<file path="config.mk">
export PLATFORM = sky130hd
export DESIGN_NAME = cacheflushfsm
export DESIGN_NICKNAME = d
export VERILOG_FILES = /design/src/rtl/cacheflush_pkg.sv /design/src/rtl/flushcounter.sv /design/src/rtl/cacheflushfsm.sv
export SDC_FILE = /design/constraint.sdc
export NUM_CORES = 1
export LEC_CHECK = 0
export CAP_MARGIN = 30
export CORE_ASPECT_RATIO = 0.6
export CORE_MARGIN = 2
export CORE_UTILIZATION = 43
export CTS_CLUSTER_DIAMETER = 50
export DETAILED_ROUTE_END_ITERATION = 8
export GPL_TIMING_DRIVEN = 0
export HOLD_SLACK_MARGIN = 0.08
export PLACE_DENSITY = 0.8
export RECOVER_POWER = 25
export SLEW_MARGIN = 25
export SYNTH_ARGS = -nofsm -noshare
export SYNTH_HDL_FRONTEND = slang
export SYNTH_SLANG_ARGS = --single-unit
</file>
<file path="constraint.sdc">
create_clock -name clk -period 2 [get_ports clk]
set_input_delay 0.2 -clock clk [delete_from_list [all_inputs] [get_ports clk]]
set_output_delay 0.2 -clock clk [all_outputs]
set_load 0.02 [all_outputs]
</file>
<file path="src/rtl/cacheflush_pkg.sv">
// Shared types for the cache flush sequencer.
package cacheflush_pkg;

   typedef enum logic [2:0] {IDLE, ADR, CHECK, WB, CLEAR, DONE} statetype;

endpackage

</file>
<file path="src/rtl/flushcounter.sv">
// Combined {set, way} walk counter; way is the low field so it is the inner loop.
module flushcounter #(
   parameter int NUMWAYS  = 4,
   parameter int NUMLINES = 128,
   localparam int SETLEN     = $clog2(NUMLINES),
   localparam int LOGNUMWAYS = $clog2(NUMWAYS)
) (
   input  logic                  clk,
   input  logic                  reset,
   input  logic                  clear_i,
   input  logic                  en_i,
   output logic [SETLEN-1:0]     set_o,
   output logic [LOGNUMWAYS-1:0] way_o,
   output logic                  last_o
);

   localparam int CNTLEN = SETLEN + LOGNUMWAYS;

   logic [CNTLEN-1:0] cnt_q, cnt_d;

   always_comb begin
      cnt_d = cnt_q;
      if (clear_i)                 cnt_d = '0;
      else if (en_i && !last_o)    cnt_d = cnt_q + 1'b1;
   end

   // NOTE: sequential state uses non-blocking assignments so every register samples pre-edge values.
   always_ff @(posedge clk or negedge reset) begin
      if (!reset) cnt_q <= '0;
      else        cnt_q <= cnt_d;
   end

   // Both dimensions are powers of two, so the last pair is the all-ones count.
   assign last_o = &cnt_q;
   assign set_o  = cnt_q[CNTLEN-1:LOGNUMWAYS];
   assign way_o  = cnt_q[LOGNUMWAYS-1:0];

endmodule

</file>
<file path="src/rtl/cacheflushfsm.sv">
// Flush/invalidate sequencer: walks every (set, way), writes back dirty lines, strobes clears.
module cacheflushfsm
   import cacheflush_pkg::*;
#(
   parameter int NUMWAYS  = 4,
   parameter int NUMLINES = 128,
   localparam int SETLEN     = $clog2(NUMLINES),
   localparam int LOGNUMWAYS = $clog2(NUMWAYS)
) (
   input  logic              clk,
   input  logic              reset,
   input  logic              FlushStart,
   input  logic              FlushInvalidate,
   input  logic              LineValid,
   input  logic              LineDirty,
   input  logic              WBAck,
   output logic              SelFlush,
   output logic [SETLEN-1:0] FlushAdr,
   output logic [NUMWAYS-1:0] FlushWay,
   output logic              WBReq,
   output logic              ClearDirty,
   output logic              ClearValid,
   output logic              FlushBusy,
   output logic              FlushDone
);

   statetype state_q, state_d;
   logic     mode_q, mode_d;
   logic     dirty_q, dirty_d;
   logic     cnt_clr, cnt_en, cnt_last;
   logic [LOGNUMWAYS-1:0] way_idx;
   logic [NUMWAYS-1:0]    way_dec;

   flushcounter #(.NUMWAYS(NUMWAYS), .NUMLINES(NUMLINES)) u_cnt (
      .clk     (clk),
      .reset   (reset),
      .clear_i (cnt_clr),
      .en_i    (cnt_en),
      .set_o   (FlushAdr),
      .way_o   (way_idx),
      .last_o  (cnt_last)
   );

   // NOTE: every signal gets a default first so no path through the case infers a latch.
   always_comb begin
      state_d = state_q;
      mode_d  = mode_q;
      dirty_d = dirty_q;
      cnt_clr = 1'b0;
      cnt_en  = 1'b0;
      unique case (state_q)
         IDLE: if (FlushStart) begin
            mode_d  = FlushInvalidate;
            dirty_d = 1'b0;
            cnt_clr = 1'b1;
            state_d = ADR;
         end
         ADR:  state_d = CHECK;
         CHECK: begin
            // A dirty bit on an invalid line is stale and treated as clean.
            dirty_d = LineDirty & LineValid;
            if (LineDirty && LineValid)      state_d = WB;
            else if (mode_q && LineValid)    state_d = CLEAR;
            else begin
               cnt_en  = 1'b1;
               state_d = cnt_last ? DONE : ADR;
            end
         end
         WB:   if (WBAck) state_d = CLEAR;
         CLEAR: begin
            cnt_en  = 1'b1;
            state_d = cnt_last ? DONE : ADR;
         end
         DONE: begin
            cnt_clr = 1'b1;
            state_d = IDLE;
         end
         default: state_d = IDLE;
      endcase
   end

   always_ff @(posedge clk or negedge reset) begin
      if (!reset) begin
         state_q <= IDLE;
         mode_q  <= 1'b0;
         dirty_q <= 1'b0;
      end else begin
         state_q <= state_d;
         mode_q  <= mode_d;
         dirty_q <= dirty_d;
      end
   end

   always_comb begin
      way_dec = '0;
      way_dec[way_idx] = 1'b1;
   end

   assign SelFlush   = (state_q != IDLE);
   assign FlushBusy  = (state_q != IDLE);
   assign FlushWay   = SelFlush ? way_dec : '0;
   assign WBReq      = (state_q == WB);
   assign ClearDirty = (state_q == CLEAR) && dirty_q;
   assign ClearValid = (state_q == CLEAR) && mode_q;
   assign FlushDone  = (state_q == DONE);

endmodule

</file>
==> metrics.txt, run 1 <==
Final GP Congestion slightly above 0.9; Final setup violation count 3; Initial Util 0.4444; TritonCTS clock tree yes; I/O pin cnt 24; synth warn 0; CP Data Arrival Time 2270 ps; Routed wire per std cell between 10 and 15 um; Area Overhead vs Synth 49.40%; Root Buffer clkbuf_4; Tcrit/Tclk final 1.034; Startpoint Class flip-flop; Antenna Nets Post-Route 0; CP Capture Point u_cnt.cnt_q[7]$_DFFE_PN0P_; Fin Hold WS ~370 ps; fmax a little under 500 MHz; Place WS -194.0 ps; routed vias/inst about 5.5; # DRC 0; die area roughly 2600 um^2; Final Hold Vio Count 0; Cell Count, Final, Fillers Out around 180; vias post-DR between 900 and 1k; Sink Count 14; DRT Wirelength about 2.6 mm; most common cell in the synthesized netlist dfrtp_1; Die Span Y just over 40 um; GRT Residual Overflow 0; share of cells above drive strength 1 0.3082; Seq/Total Area, Yosys 0.3728; Cell Pwr Density approximately 1300 nW/um^2; IO buf count 23; first-pass GRT wire length between 3 and 4 mm; GRT Overall Usage 0.2012; Inst Count DP between 150 and 200; CP required between 2000 and 2500 ps; clk slew on worst S/H paths roughly 80 ps; antenna cells 0; fill count 171; final setup TNS -161.4 ps; Rows 13; Inserted Clock Buffers 3; Final HPWL DP between 1.5 and 2 mm; core area 2115 um^2; largest net degree at the start of global routing 15; initial antenna violation count 0; RSZ-0062 raised after global routing true; outcome finished with violations; most used flip-flop cell after synthesis dfrtp_1; Worst-Skew Late Latency roughly 280 ps; nets@finish 160; Crit. End Element flip-flop; Post-Syn Area per Cell approximately 8.8 um^2; Yosys cell types 34; max_cap viols 0; number of iterations in the first detailed-routing pass 4; Bufs on Longest Clock Path 2; H-tree level count 1; worst min path class input pin to asynchronous set/reset pin; async set-reset flop share out of synthesis 1.000; worst r2r dst u_cnt.cnt_q[7]$_DFFE_PN0P_; Die Wd roughly 64 um; Critical Path Source u_cnt.cnt_q[5]$_DFFE_PN0P_; FF+latch count, synth 14; flop2flop setup slack -70 ps; Critical R2R Launch u_cnt.cnt_q[5]$_DFFE_PN0P_; commonest cells in the netlist dfrtp_1 (14), nand2_1 (10), a21oi_1 (8), buf_4 (8); leakage power ~0.67 nW; Synth area leaders dfrtp_1 (37%), ha_1 (6.7%), buf_4 (6.4%); Slew Limit Fails 0; Post-synth EDFFs 0; CP Max Fanout 7; number of global-route vias before repair between 800 and 900; post-synthesis cell type with the largest combined area dfrtp_1; gate count of the mapped netlist 107; Reg2Reg Depth 8; Peak VDD IR around 0.89 mV; Synth top area share 0.3728; failing checks negative setup slack; Synth Cell Area 939.7 um^2; normalized max-slew margin 0.5910; net count after synthesis roughly 120; setup ws final -67.16 ps; min Tclk post-route just over 2000 ps; Slew @ Worst Pin ~610 ps; 1st-iter DRT viols 44; Final Skew approximately 2.8 ps; worst setup path class flip-flop to flip-flop
[final cells by class]
type	instances	area, um^2	area share
sequential	14	356.6	0.2540
buffer	12	87.58	0.06239
clock buffer	3	22.52	0.01604
tap	30	37.54	0.02674
timing repair buffer	36	329.1	0.2344
multi-input combinational	75	548.0	0.3904
inverter	6	22.52	0.01604
[flip-flops by register name, indices dropped and copies added, names as in the netlist]
register / cells
u_cnt.cnt_q: 9
state_q: 3
dirty_q: 1
mode_q: 1
[metal layers]
metal  part of all wire  global-route usage  vias to the layer above
met5                  0                   0                        -
met4             0.0031             0.04787                        0
met3              0.057             0.05618                        2
met2               0.49              0.3724                       39
met1               0.45              0.2431                      475
li1                   -                   -                      454
[power breakdown]
| part | switching, mW | internal [mW] | total, mW |
|---|---|---|---|
| combinational | 0.652 | 0.558 | 1.21 |
| clock | 0.0847 | 0.0698 | 0.154 |
| sequential | 0.120 | 0.378 | 0.498 |
| total | 0.857 | 1.01 | 1.86 |
[worst min-delay path by stage]
| stage | start | end | slack (ps) | cells past startpoint |
|---|---|---|---|---|
| after floorplan | reset | dirty_q$_DFFE_PN0P_ | -100 | 0 |
| after global placement | dirty_q$_DFFE_PN0P_ | dirty_q$_DFFE_PN0P_ | 500 | 1 |
| after detailed placement | dirty_q$_DFFE_PN0P_ | dirty_q$_DFFE_PN0P_ | 500 | 1 |
| after CTS | reset | u_cnt.cnt_q[5]$_DFFE_PN0P_ | 320 | 1 |
| after global routing | reset | u_cnt.cnt_q[3]$_DFFE_PN0P_ | 410 | 1 |
| final | reset | u_cnt.cnt_q[5]$_DFFE_PN0P_ | 370 | 1 |
[what timing repair did]
item,CTS,global route
setup buffers,6,7
hold buffers,0,0
pin swaps,3,3
setup endpoints to repair,18,14
resized for setup,20,15
[cell families after synthesis]
| family | synth area share |
|---|---|
| adder cells (fa/ha/maj) | 0.06658 |
| AO/OA/AOI/OAI | 0.2077 |
| AND/OR/NAND/NOR | 0.2250 |
| buffers and inverters | 0.1065 |
| XOR/XNOR | 0.009323 |
| multiplexers | 0.01198 |
| flip-flops | 0.3728 |
[through the flow]
step | total power [mW] | utilization | cell area [um^2]
2_1_floorplan | 1.107 | - | 939.7
3_3_place_gp | 1.432 | 0.5710 | 1207
3_5_place_dp | 1.465 | 0.5710 | 1207
4_1_cts | 1.732 | 0.6249 | 1321
5_1_grt | 2.005 | 0.6639 | 1404
6_report | 1.862 | 0.6639 | 1404
[cell usage in the layout (no fill, tap or decap), types with 5 or more instances in the layout]
| cell type | n |
|---|---|
| nor2_1 | 5 |
| o21ai_0 | 7 |
| dfrtp_2 | 5 |
| inv_1 | 6 |
| a21oi_1 | 8 |
| buf_4 | 24 |
| o31ai_1 | 5 |
| nand2_1 | 10 |
| clkdlybuf4s50_1 | 12 |
| dfrtp_1 | 9 |
| dlygate4sd2_1 | 5 |
[critical path, cell delays in order, from the launching register on]
cell	delay (ps)
dfrtp_1	410
and4_1	200
nand2_1	90
nor2_1	60
ha_2	200
nor4b_4	260
a31oi_4	90
or4_4	510
a21oi_1	170
Power figures use the tool's default switching activity.
==> inputs of run 2 (changes only) <==
--- a/config.mk
+++ b/config.mk
@@ -5,7 +5,7 @@
 export SDC_FILE = /design/constraint.sdc
 export NUM_CORES = 1
 export LEC_CHECK = 0
-export CAP_MARGIN = 30
+export CAP_MARGIN = 10
 export CORE_ASPECT_RATIO = 0.6
 export CORE_MARGIN = 2
 export CORE_UTILIZATION = 43
==> results of run 2 <==
No change in the layout: final DEF, timing and power equal those of run 1.
